**src/rtl/regfile_pkg.sv**
```systemverilog
// Shared register-file types and default sizes for decode, issue and writeback.
package regfile_pkg;

    localparam int REGFILE_XLEN  = 32;
    localparam int REGFILE_NREGS = 32;

    typedef logic [$clog2(REGFILE_NREGS)-1:0] reg_addr_t;

endpackage

```
**src/rtl/regfile_read_port.sv**
```systemverilog
// One combinational read port: state lookup with zero-register and writeback bypass muxing.
module regfile_read_port
    import regfile_pkg::*;
#(
    parameter int XLEN     = REGFILE_XLEN,
    parameter int NREGS    = REGFILE_NREGS,
    parameter int BYPASS   = 1,
    parameter int ZERO_REG = 1,
    localparam int ADDR_W  = $clog2(NREGS)
) (
    input  logic [ADDR_W-1:0]     addr,
    input  logic [NREGS*XLEN-1:0] mem_flat,
    input  logic [NREGS-1:0]      busy,
    input  logic                  write_enable,
    input  logic [ADDR_W-1:0]     write_addr,
    input  logic [XLEN-1:0]       write_value,
    output logic [XLEN-1:0]       value,
    output logic                  pending
);

    // Priority low to high: stored state, same-cycle writeback, hardwired zero.
    always_comb begin
        value   = mem_flat[int'(addr)*XLEN +: XLEN];
        pending = busy[addr];
        if (BYPASS != 0 && write_enable && write_addr == addr) begin
            value   = write_value;
            pending = 1'b0;
        end
        if (ZERO_REG != 0 && addr == '0) begin
            value   = '0;
            pending = 1'b0;
        end
    end

endmodule

```
**src/rtl/scoreboard_regfile.sv**
```systemverilog
// Register file with per-register busy scoreboard: issue reserves a destination,
// writeback writes it and clears busy; decode reads data plus pending flags.
module scoreboard_regfile
    import regfile_pkg::*;
#(
    parameter int XLEN     = REGFILE_XLEN,
    parameter int NREGS    = REGFILE_NREGS,
    parameter int NREAD    = 2,
    parameter int BYPASS   = 1,
    parameter int ZERO_REG = 1,
    localparam int ADDR_W  = $clog2(NREGS)
) (
    input  logic                    clock,
    input  logic                    reset,
    input  logic [NREAD*ADDR_W-1:0] addressForReading,
    output logic [NREAD*XLEN-1:0]   values,
    output logic [NREAD-1:0]        pending,
    input  logic                    writeEnable,
    input  logic [ADDR_W-1:0]       addressForWriting,
    input  logic [XLEN-1:0]         valueForWriting,
    input  logic                    reserveEnable,
    input  logic [ADDR_W-1:0]       addressForReserving,
    output logic [NREGS-1:0]        busyMask
);

    logic [XLEN-1:0]       mem [NREGS];
    logic [NREGS*XLEN-1:0] mem_flat;
    logic [NREGS-1:0]      busy;
    logic [NREGS-1:0]      busy_next;
    logic                  write_ok;
    logic                  reserve_ok;

    assign write_ok   = writeEnable   && !(ZERO_REG != 0 && addressForWriting   == '0);
    assign reserve_ok = reserveEnable && !(ZERO_REG != 0 && addressForReserving == '0);

    // Reserve is applied after the writeback clear so a same-address pair ends busy.
    always_comb begin
        busy_next = busy;
        if (write_ok)   busy_next[addressForWriting]   = 1'b0;
        if (reserve_ok) busy_next[addressForReserving] = 1'b1;
    end

    always_ff @(posedge clock) begin
        if (reset) begin
            for (int i = 0; i < NREGS; i++) mem[i] <= '0;
            busy <= '0;
        end else begin
            if (write_ok) mem[addressForWriting] <= valueForWriting;
            busy <= busy_next;
        end
    end

    always_comb begin
        mem_flat = '0;
        for (int i = 0; i < NREGS; i++) mem_flat[i*XLEN +: XLEN] = mem[i];
    end

    assign busyMask = busy;

    for (genvar k = 0; k < NREAD; k++) begin : g_read
        regfile_read_port #(
            .XLEN     (XLEN),
            .NREGS    (NREGS),
            .BYPASS   (BYPASS),
            .ZERO_REG (ZERO_REG)
        ) u_port (
            .addr         (addressForReading[k*ADDR_W +: ADDR_W]),
            .mem_flat     (mem_flat),
            .busy         (busy),
            .write_enable (writeEnable),
            .write_addr   (addressForWriting),
            .write_value  (valueForWriting),
            .value        (values[k*XLEN +: XLEN]),
            .pending      (pending[k])
        );
    end

endmodule

```
**config.mk**
```make
export PLATFORM = sky130hd
export DESIGN_NAME = scoreboard_regfile
export DESIGN_NICKNAME = d
export VERILOG_FILES = /design/src/rtl/regfile_pkg.sv /design/src/rtl/regfile_read_port.sv /design/src/rtl/scoreboard_regfile.sv
export SDC_FILE = /design/constraint.sdc
export NUM_CORES = 2
export LEC_CHECK = 0
export ABC_AREA = 1
export ABC_CLOCK_PERIOD_IN_PS = 2200
export BUFFER_PORTS_ARGS = -buffer_cell sky130_fd_sc_hd__buf_2
export CAP_MARGIN = 10
export CORE_MARGIN = 2
export CORE_UTILIZATION = 40
export CTS_CLUSTER_DIAMETER = 200
export CTS_CLUSTER_SIZE = 40
export DETAILED_ROUTE_END_ITERATION = 7
export HOLD_SLACK_MARGIN = 0.06
export PLACE_DENSITY_LB_ADDON = 0.08
export SYNTH_ARGS = -nofsm -noshare
export SYNTH_HDL_FRONTEND = slang
export SYNTH_HIERARCHICAL = 1
export SYNTH_SLANG_ARGS = --single-unit
```
**constraint.sdc**
```tcl
create_clock -name clock -period 2.2 [get_ports clock]
set_input_delay 0.44 -clock clock [delete_from_list [all_inputs] [get_ports clock]]
set_output_delay 0.44 -clock clock [all_outputs]
set_load 0.01 [all_outputs]
```
### After elaboration in Yosys (flattened, before gate mapping)

Memories as Yosys holds them, arrays and structs flattened.
Index checks and enable logic that the tools add are counted.

| operators by class | value |
|---|---|
| order comparisons | 6 |
| multiplexer cells | 26 |
| bitwise operators | 3 |
| equality and inequality tests | 2 |
| reductions and logical operators | 13 |
| shifts and indexed selects | 2 |

Operators with widths:

| operator | count |
|---|---|
| 1024-bit by 11-bit indexed part select with 32-bit output | 2 |
| 32-bit 2-to-1 mux | 7 |
| 32-bit bitwise AND | 1 |
| 32-bit NOT | 1 |
| 32-bit bitwise OR | 1 |
| 32-bit OR reduction | 1 |
| 5-bit by 6-bit < comparator with 1-bit output, second input constant | 4 |
| 5-bit zero test | 4 |
| 1-bit 2-to-1 mux | 14 |
| 1-bit binary-select mux with 5-bit select | 2 |
| 1-bit demux with 5-bit select | 2 |
| 5-bit equality test | 2 |
| 5-bit by 1-bit >= comparator with 1-bit output, second input constant | 2 |
| 1-bit logical AND | 6 |
| 5-bit 2-to-1 mux | 1 |
| 1-bit zero test | 2 |

| storage, ports and cells | value |
|---|---|
| register bits | 32 |
| RAM bits | 1024 |
| memories kept | 1 |

Memories:

| name | words | width | read ports | clocked after Yosys merged registers in | wr ports | line | RTL |
|---|---|---|---|---|---|---|---|
| mem | 32 | 32 | 32 | 0 | 32 | scoreboard_regfile.sv:26 | `logic [XLEN-1:0] mem [NREGS];` |

### Longest topological paths before layout

| logic depth | value |
|---|---|
| depth after elaboration | 9 |
| depth in mapped cells | 15 |
| mapped depth without buffers | 11 |

### Hierarchy

Netlist, hierarchy kept.

By module, submodules not included:

| module | instances | area each (µm²) | cells each | seq. area each (µm²) |
|---|---|---|---|---|
| scoreboard_regfile | 1 | 37120.6 | 2526 | 31390.1 |
| regfile_read_port | 2 | 11433.5 | 2533 | 0.0 |

### Worst setup path after synthesis

Ideal clock, no wire load.

| timing path | value |
|---|---|
| kind | input -> register |
| from | input port addressForWriting[1] |
| to | memory mem[17][0] (netlist bit) (enable) |
| arrival time | 1817 ps |
| stages | 6 |
| required time | 1811 ps |
| slack | -7 ps |
| cell sequence | inv_1 nand2_1 nor2_1 buf_2 nand2_1 nand2_1 |

RTL lines:

| what | line | RTL |
|---|---|---|
| from (decl) | scoreboard_regfile.sv:19 | `input logic [ADDR_W-1:0] addressForWriting,` |
| to (decl) | scoreboard_regfile.sv:26 |  |

==> run_results.csv <==
group,metric,value,unit
timing,slew_violations,0,
logic_synthesis,ys_warn_count,6,
outcome,outcome,"finished, violations left",
clocking,cts_sinks,1056,
layout,antennaDiodeCount,0,
pwr,p_leak,30.08,nW
layout,area.sequential,31430,sq um
global_routing,grt_usage,36.22,%
timing,finalSetupViolations,66,
clocking,clock_path_buffers,3,
timing,fin_crit,2.732,ns
clocking,clockRootBuffer,"clkbuf_16",
route,ant_nets,0,
route,vias_per_cell,5.916,
route,wl_per_cell,28.77,um
timing,worst_slew_pin_slew,0.9785,ns
pwr,ir_drop,0.8938,mV
logic_synthesis,ys_seq_elements,1056,
layout,drive_gt1_share,19.07,%
clocking,htree_levels,1,
floorplan,die-area,153100,sq um
worst_setup_path,required,1.76,ns
worst_setup_path,critical_path_class,"flop to primary output",
logic_synthesis,syn_area_per_cell,7.901,sq um
route,via_count,58820,
global_routing,grt_pass1_vias,54550,
logic_synthesis,synth-main-ff-cell,"edfxtp_1",
timing,rsz0062_at_grt,"yes",
global_routing,grt_pass1_wl,399.4,mm
hold_path,hold_path.class,"input port to flop",
worst_setup_path,crit_path_end_kind,"primary output",
pwr,cellInternalPower,0.02924,W
timing,hold_violations,0,
worst_setup_path,cp-start-kind,"flop",
layout,fill_cells,14160,
worst_setup_path,crit_arrival,2.29,ns
logic_synthesis,synth.top_cell.area_share,51.26,%
logic_synthesis,async_reset_ff_share,0,%
floorplan,core_area,149400,sq um
global_routing,overflow,0,
pwr,combPwrFrac,22.6,%
logic_synthesis,synth_commonest_cells,"nor2_1, nand2_1, nand3_1, edfxtp_1, o21ai_0",
worst_setup_path,reg2reg_slack,1.37,ns
clocking,tritoncts,"built",
clocking,cts.clk_slew.worst_paths,0.16,ns
layout,postLayoutCoreUtil,49.26,%
logic_synthesis,synth.area.top_cells,"edfxtp_1, nor2_1, nand3_1",
floorplan,die_w,391.3,um
logic_synthesis,synth_top_area_cell,"edfxtp_1",
placed_design,io_buffers,153,
logic_synthesis,syn_inst,7592,
timing,timing.hold.ws,0.08307,ns
route,routed_wl,286.0,mm
worst_setup_path,path_max_fanout,2,
global_routing,antenna_found_initial,3,
clocking,clkLatencyLatePin,0.76,ns
logic_synthesis,synth-edff-count,1024,
logic_synthesis,synth_cell_types,29,
route,first_pass_iters,8,
floorplan,num_rows,142,
layout,multi_input_area,26650,sq um
pwr,pwr-share-clk,21.7,%
pwr,cellPowerDensity,579.7,nW/um^2
floorplan,io-pin-count,154,
logic_synthesis,synth.most_common_cell,"nor2_1",
run,drv_cap,0,
global_routing,grt_max_degree,55,
timing,slew_headroom,34.77,%
floorplan,initial_core_util,40.15,%
pwr,pwr-share-seq,55.7,%
route,drc,2,
timing,setup_tns,-22.47,ns
timing,period_share,124.2,%
timing,setup_ws,-0.5316,ns
logic_synthesis,syn_area,59990,sq um
outcome,violations,"design-rule violations, negative setup slack",
clocking,cts_made_buffers,30,
placed_design,routabilityCongestion,0.9515,
layout,nets,7957,
timing,fin_skew,0,ns
logic_synthesis,ys_seq_area_share,52.33,%
pwr,p_sw,0.01343,W
route,drtIter0Drc,8710,
pwr,switching_share,31.48,%
floorplan,die_h,391.3,um
timing,timing.fmax,366.1,MHz
layout,layout-area-overhead-vs-synth,22.70,%
placed_design,dp_hpwl,178.2,mm
## power groups by stage
| stage | Clock (W) | Combinational, W | Sequential (W) |
|---|---|---|---|
| global placement | 0 | 0.00836 | 0.0242 |
| global route | 0.00986 | 0.0101 | 0.0239 |
| detailed placement | 0 | 0.00838 | 0.0242 |
| floorplan | 0 | 0.00433 | 0.0240 |
| CTS | 0.00930 | 0.00908 | 0.0237 |
| finish | 0.00927 | 0.00965 | 0.0237 |
## cells in the final DEF, fill, tap and decap left out, types with 36 or more instances in the layout
master and instances:
nor2_1 2223, clkbuf_16 36, nand3_1 730, edfxtp_1 1024, nand2_2 88, nand2_1 1120, o21ai_1 277, nor2_2 98
nand3_2 251, buf_6 55, buf_2 111, buf_4 433, o211ai_1 192, o21ai_0 401, inv_1 344, buf_12 261
nand3_4 71
## sequential cells by signal (all words and copies together) (netlist names)
register / count
busyMask: 32
mem: 1024
## stage by stage
step	cell area (sq um)	total power, W	cells	setup WS (ns)
after floorplan	60110	0.02834	7623	-0.006629
after global placement	68730	0.03252	9818	-0.6556
after detailed placement	68730	0.03256	9819	-0.6555
after CTS	72310	0.04210	9918	-0.4930
after global routing	73610	0.04388	9941	-0.5064
final	73610	0.04267	9941	-0.5316
## worst max-delay path, cell delays in order (launching register included)
cell      delay (ns)
edfxtp_1        0.45
o211ai_1        0.38
nand3_1         0.17
nand3_2         0.12
nand3_4         0.14
nand3_4         0.11
nand2_2         0.05
buf_6           0.11
## per-layer routing
layer  part of all wire (%)  global-route usage [%]  vias up
met3                     11                   5.910      721
met2                     44                   55.54     3909
li1                       -                       -    25670
met1                     39                   49.96    28520
met4                    5.8                   17.16        0
met5                      0                       0        -
## what timing repair did
action,4_1_cts,5_1_grt
endpoints found under the hold margin,9,0
gates resized for setup,441,252
cloned,14,6
pin swaps,235,264
endpoints found under the setup margin,66,66
hold buffers,6,0
buffers inserted,33,21
## path summary, 6_finish.rpt
path / startpoint / end / depth (start not counted)
worst max-delay path: mem[8][7] / values[39] / 7
worst min-delay path: addressForReserving[0] / busyMask[1] / 5
worst max register to register: busyMask[23] / busyMask[23] / 3
worst min register to register: busyMask[0] / busyMask[0] / 2
## logic make-up after synthesis
| group | Yosys count | synth area share (%) |
|---|---|---|
| xor+xnor | 4 | 0.05840 |
| other cells | 1 | 0.006251 |
| flops | 1056 | 52.33 |
| compound gates | 894 | 8.260 |
| buf+inv | 1021 | 7.847 |
| simple gates | 4616 | 31.50 |
## layout make-up
| class | instances | share of cell area, % |
|---|---|---|
| Sequential cell | 1056 | 42.70 |
| Multi-Input combinational cell | 5546 | 36.21 |
| Timing Repair Buffer | 902 | 14.41 |
| Tap cell | 2016 | 3.427 |
| Inverter | 361 | 1.991 |
| Clock buffer | 55 | 1.176 |
| Timing Repair inverter | 4 | 0.05100 |
| Clock inverter | 1 | 0.04080 |
Note: power is estimated with default switching activity, not from simulation.
